==> config.mk <==
export PLATFORM = sky130hd
export DESIGN_NAME = dctr_timer
export DESIGN_NICKNAME = d
export VERILOG_FILES = /design/src/rtl/dctr_pkg.sv /design/src/rtl/dctr_prescaler.sv /design/src/rtl/dctr_timer.sv
export SDC_FILE = /design/constraint.sdc
export NUM_CORES = 1
export LEC_CHECK = 0
export CAP_MARGIN = 5
export CELL_PAD_IN_SITES_DETAIL_PLACEMENT = 0
export CELL_PAD_IN_SITES_GLOBAL_PLACEMENT = 1
export CORE_MARGIN = 10
export CORE_UTILIZATION = 39
export CTS_CLUSTER_SIZE = 24
export DETAILED_ROUTE_END_ITERATION = 7
export PLACE_DENSITY_LB_ADDON = 0.1
export SLEW_MARGIN = 10
export SYNTH_ARGS = -nofsm -noshare
export SYNTH_HDL_FRONTEND = slang
export SYNTH_HIERARCHICAL = 1
export SYNTH_SLANG_ARGS = --single-unit
==> constraint.sdc <==
create_clock -name clk -period 2.97 [get_ports clk]
set_input_delay 0.594 -clock clk [delete_from_list [all_inputs] [get_ports clk]]
set_output_delay 0.594 -clock clk [all_outputs]
set_load 0.005 [all_outputs]
==> src/rtl/dctr_pkg.sv <==
`default_nettype none
// ============================================================================
// Module      : dctr_pkg
// Description : Shared types and default constants for the dctr_timer
//               loadable down-counter.
// Revision    : 1.0 - initial release
// ============================================================================
package dctr_pkg;

  // Default counter / load-value width in bits.
  localparam int DCTR_WIDTH    = 6;
  // Default enabled cycles per decrement (prescaler builds only).
  localparam int DCTR_PRESCALE = 4;

  typedef enum logic [0:0] {
    IDLE = 1'b0,
    RUN  = 1'b1
  } dctr_state_e;

endpackage : dctr_pkg
`default_nettype wire

==> src/rtl/dctr_prescaler.sv <==
`default_nettype none
// ============================================================================
// Module      : dctr_prescaler
// Description : Counts enabled cycles 0..PRESCALE-1 and issues a one-cycle
//               tick on the enabled cycle that wraps the count back to 0.
//               A synchronous clear restarts the phase.
// Revision    : 1.0 - initial release
// ============================================================================
module dctr_prescaler
  import dctr_pkg::*;
#(
  parameter int PRESCALE = DCTR_PRESCALE
) (
  input  logic clk,
  input  logic clr,
  input  logic clear_i,
  input  logic en_i,
  output logic tick_o
);

  localparam int            CW   = (PRESCALE > 1) ? $clog2(PRESCALE) : 1;
  localparam logic [CW-1:0] LAST = CW'(PRESCALE - 1);

  logic [CW-1:0] cnt_q;
  logic [CW-1:0] cnt_d;

  // Next phase: clear wins, otherwise advance on enable and wrap at LAST.
  always_comb begin
    cnt_d  = cnt_q;
    tick_o = 1'b0;
    if (clear_i) begin
      cnt_d = '0;
    end else if (en_i) begin
      if (cnt_q == LAST) begin
        cnt_d  = '0;
        tick_o = 1'b1;
      end else begin
        cnt_d = cnt_q + 1'b1;
      end
    end
  end

  // Phase register with asynchronous reset.
  always_ff @(posedge clk or posedge clr) begin
    if (clr) cnt_q <= '0;
    else     cnt_q <= cnt_d;
  end

endmodule : dctr_prescaler
`default_nettype wire

==> src/rtl/dctr_timer.sv <==
`default_nettype none
// ============================================================================
// Module      : dctr_timer
// Description : Loadable down-counter/timer. Counts load_val down to zero on
//               enabled cycles, then pulses done for one cycle. Optional
//               auto-reload gives periodic ticks.
//               Build option: define DCTR_PRESCALE_EN to require PRESCALE
//               enabled cycles per decrement.
// Revision    : 1.0 - initial release
// ============================================================================
module dctr_timer
  import dctr_pkg::*;
#(
  parameter int WIDTH    = DCTR_WIDTH,
  parameter int PRESCALE = DCTR_PRESCALE
) (
  input  logic             clk,
  input  logic             clr,
  input  logic             start,
  input  logic [WIDTH-1:0] load_val,
  input  logic             T,
  input  logic             stop,
  input  logic             reload,
  output logic [WIDTH-1:0] out,
  output logic             busy,
  output logic             done
);

  dctr_state_e      state_q, state_d;
  logic [WIDTH-1:0] out_q,   out_d;
  logic [WIDTH-1:0] rld_q,   rld_d;
  logic             done_q,  done_d;
  logic             act;

`ifdef DCTR_PRESCALE_EN
  logic pre_clear;
  assign pre_clear = (state_q != RUN) | start | stop;

  dctr_prescaler #(
    .PRESCALE (PRESCALE)
  ) u_prescaler (
    .clk     (clk),
    .clr     (clr),
    .clear_i (pre_clear),
    .en_i    (T),
    .tick_o  (act)
  );
`else
  // PRESCALE only matters when the prescaler is built.
  logic unused_prescale;
  assign unused_prescale = (PRESCALE != 0);
  assign act = T;
`endif

  // Next-state, count and done decode; stop beats start beats counting.
  always_comb begin
    state_d = state_q;
    out_d   = out_q;
    rld_d   = rld_q;
    done_d  = 1'b0;
    if (state_q == RUN && stop) begin
      state_d = IDLE;
    end else if (start) begin
      if (load_val != '0) begin
        out_d   = load_val;
        rld_d   = load_val;
        state_d = RUN;
      end else begin
        out_d   = '0;
        done_d  = 1'b1;
        state_d = IDLE;
      end
    end else if (state_q == RUN && act) begin
      if (out_q > WIDTH'(1)) begin
        out_d = out_q - 1'b1;
      end else begin
        done_d = 1'b1;
        if (reload) begin
          out_d = rld_q;
        end else begin
          out_d   = '0;
          state_d = IDLE;
        end
      end
    end
  end

  // State, count, reload and done registers with asynchronous reset.
  always_ff @(posedge clk or posedge clr) begin
    if (clr) begin
      state_q <= IDLE;
      out_q   <= '0;
      rld_q   <= '0;
      done_q  <= 1'b0;
    end else begin
      state_q <= state_d;
      out_q   <= out_d;
      rld_q   <= rld_d;
      done_q  <= done_d;
    end
  end

  assign out  = out_q;
  assign busy = (state_q == RUN);
  assign done = done_q;

endmodule : dctr_timer
`default_nettype wire

Word-level counts from Yosys, hierarchy flattened
Index checks and enable logic that the tools add are counted.
- register bits: 14
- bits of input ports: 12
- word-level logic and storage cells: 33
- add/sub/neg operators: 1
- magnitude comparators: 1
- equality and inequality tests: 2
- mux-type cells: 16
- bitwise logic cells: 1
- reduce and logical (&&, ||, !) cells: 8
- operators with widths (operator ; count):
    two-way mux 6 bit ; 5
    two-way mux 1 bit ; 11
    greater-than comparator 6 x 1 -> 1 bit, second input constant ; 1
    AND reduction 3 bit ; 2
    nonzero test 6 bit ; 1
    subtractor 6 x 1 -> 6 bit, second input constant ; 1
    != test 3 x 2 -> 1 bit, second input constant ; 1
    != test 3 bit, second input constant ; 1
    nonzero test 3 bit ; 1
    logical AND 1 bit ; 2
    AND reduction 2 bit ; 1
    nonzero test 2 bit ; 1
    inverter 1 bit ; 1

Logic depth before layout (Yosys ltp)
- word-level depth: 5
- mapped depth: 7

Least setup slack after synthesis
No wires, ideal clock.
- path kind: flip-flop to flip-flop
- start point: reg out_q[2], in the netlist out[2]
- end point: reg out_q[4], in the netlist out[4]
- data arrival time: 1.677 ns
- setup slack: 1.220 ns
- cell stages (with the launch flop): 8
- buffers on the path: 3
- period minus slack after synthesis: 1.750 ns
- cell sequence: dfrtp_1 buf_6 or3_1 clkbuf_2 or2_0 buf_2 a211o_1 a21oi_2
- longest elaborated chain between the ends: 4
- elaborated cells between the ends (all ways): 5
- ends and longest elaborated chain (item ; RTL line ; RTL):
    from (decl) ; dctr_timer.sv:30 ; logic [WIDTH-1:0] out_q, out_d;
    from (signal assigned) ; dctr_timer.sv:97 ; out_q <= out_d;
    subtractor 6 x 1 -> 6 bit / greater-than comparator 6 x 1 -> 1 bit (equally long branches) ; dctr_timer.sv:75, dctr_timer.sv:74 ;
    two-way mux 6 bit * ; dctr_timer.sv:74 ; if (out_q > WIDTH'(1)) begin
    two-way mux 6 bit * ; dctr_timer.sv:73 ; end else if (state_q == RUN && act) begin
    two-way mux 6 bit * ; dctr_timer.sv:63 ; end else if (start) begin
Every way passes the cells marked *; elsewhere a longest branch is shown, timed or not. The select of a mux whose other input is x is not followed.
A chain may end at the register's enable or synchronous reset.

Final worst setup path
- start point: reg out_q[0], in the netlist out[0]
- end point: reg out_q[5], in the netlist out[5]
The elaborated chain is that of the path after synthesis.

==> flow_summary.yaml <==
worst_hold_path:
  min_path_type: "reg2reg"
  hold_start: "rld_q[2]"
  hold_depth: 1
  worstHoldEndpoint: "rld_q[2]"
critical_path:
  critPathLaunchType: "flip-flop"
  r2r-start: "out[0]"
  crit_path_end_kind: "flip-flop"
  crit_required_ps: 3140
  crit_fanout: 7
  critPathKind: "reg2reg"
  critPathArrivalTime_ps: 2230
  r2r_cells: 6
  r2r-end: "out[5]"
  rrSetupSlack_ps: 910
clock_tree:
  path_clk_slew_ps: 80
  hold_buffers: 0
  cts_buffers: 3
  post-cts-setup-buffer-count: 0
  cts.sinks: 14
  clk_latency_ps: 280
  cts_tree: "done"
  cts-root-buf: "clkbuf_4"
  ctsResizeCount: 0
  clockBufferDepth: 2
  htree_num_levels: 1
route:
  vias: 749
  drt_iter0_drc: 20
  wl_per_cell_microns: 14.66
  avgViaCountPerCell: 5.467
  drt_wl_total_mm: 2.008
  drc: 0
  dr.pass1.iters: 4
  ant_nets: 0
sta:
  fmax_mhz: 485.4
  final.setup.tns_ps: 0
  setup_viol: 0
  rsz0062_at_grt: "no"
  relSlewSlack: 0.6158
  min_period_over_period: 0.6936
  period_needed_ps: 2060
  finalHoldViolations: 0
  worst_pin_slew_ps: 576.3
  skew_ps: 5.385
  drv_slew: 0
die:
  core_sq_um: 2022
  io_pins: 20
  num_rows: 16
  initial_core_util: 0.4202
  dieArea_sq_um: 4446
  fp.dieH_microns: 66.68
  die_w_microns: 66.68
logic_synthesis:
  yosysMostFrequentCell: "dfrtp_1"
  synth_commonest_cells: "dfrtp_1 (14), nand2_1 (12), nor2_1 (7)"
  synth_edf_count: 0
  synth_area_leaders: "dfrtp_1 (41%), mux2_2 (8.0%), nand2_1 (5.3%)"
  yosysWarningCount: 6
  netlist_instances: 91
  synth_nets: 105
  ys_types: 34
  synth_flop_cell: "dfrtp_1"
  ys_seq_elements: 14
  synth_top_area_share: 0.4124
  synthArstFlopShare: 1.000
  yosysSeqAreaShare: 0.4124
  syn_area_per_cell_sq_um: 9.336
  synth_area_leader_cell: "dfrtp_1"
  netlist_area_sq_um: 849.6
power_and_ir_drop:
  seqPwrFrac: 0.436
  peakVddDrop_uv: 291.2
  p_int_uw: 415.4
  netSwitchingFraction: 0.3500
  p_sw_uw: 223.7
  pwr-share-clk: 0.167
  powerDensity_nw_per_um2: 592.6
  total_power_uw: 639.2
  comb_power_share: 0.397
  leakage_uw: 0.0004519
run_status:
  status: "finished clean"
cells_and_area:
  area_growth_pct: 26.95
  diodes: 0
  seq_area_sq_um: 350.3
  drive_above_1_share: 0.1182
  fillCellCount: 197
  final_nets: 126
  multi_input_comb_area_sq_um: 451.7
place:
  gp_congestion: 0.7245
  io_buffers: 19
  place.detailed.hpwl_mm: 1.572
global_route:
  grt_max_degree: 15
  grt-ovfl-total: 0
  grt_pass1_wl_mm: 3.360
  grt_pass1_vias: 723
  grt_use_total: 0.09485
  antenna_found_initial: 0
run:
  drv_cap: 0
[power groups by stage]
stage	sequential [uW]	clock, uW	combinational [uW]
final	279	107	254
after global routing	285	119	279
after CTS	278	109	255
after detailed placement	281	0	253
after global placement	281	0	255
after floorplan	267	0	171
[per-layer routing]
layer / GRT usage / part of all wire / vias to the layer above
met5: 0 / 0 / -
met4: 0.03927 / 0.010 / 0
met3: 0.02508 / 0.042 / 4
met2: 0.1493 / 0.47 / 19
met1: 0.1183 / 0.48 / 357
li1: - / - / 369
[logic make-up after synthesis]
group	synth area share
AOI/OAI and AO/OA	0.2283
xor gates and xnor gates	0.03093
adders and majority gates	0.02945
buffers and inverters	0.05595
DFF	0.4124
muxes	0.09131
and+or+nand+nor	0.1517
[flip-flops by register name, summed over array words and instances, names as in the netlist]
register  count
out           6
rld_q         6
busy          1
done          1
[layout by cell type, fill, tap and decap left out, types with 3 or more instances in the layout]
master,count
a21oi_1,6
clkbuf_4,3
clkdlybuf4s50_1,19
dfrtp_1,14
inv_1,6
mux2_2,6
nand2_1,12
nor2_1,7
[how the worst max path moves through the flow]
stage	to	slack (ps)	from	cells after the start
floorplan	out[4]	1220	out[2]	7
global placement	rld_q[5]	740	load_val[5]	4
detailed placement	rld_q[3]	720	load_val[5]	4
CTS	out[5]	970	out[0]	6
global route	out[5]	760	out[0]	6
finish	out[5]	910	out[0]	6
[cell type report]
cell class	instances	area share
multi-input cells	67	0.4188
flip-flops and latches	14	0.3248
repair buffers	20	0.1833
well taps	27	0.03132
clock buffers	3	0.02088
inverters	6	0.02088
[worst max-delay path, stage by stage (launching register included)]
cell	delay, ps
dfrtp_1	470
inv_1	90
ha_1	260
o21bai_1	370
or2_0	390
o2111ai_1	180
a22o_1	190
[through the flow]
stage	std cells	util	worst slack (ps)	cell area (sq um)	hold WS, ps
after floorplan	91	-	1220	849.6	480.6
after global placement	134	0.5223	741.6	1056	496.7
after detailed placement	134	0.5223	721.6	1056	502.1
after CTS	137	0.5334	969.3	1079	520.7
after global routing	137	0.5334	763.9	1079	540.1
final	137	0.5334	910.0	1079	518.2
Power figures use the tool's default switching activity.
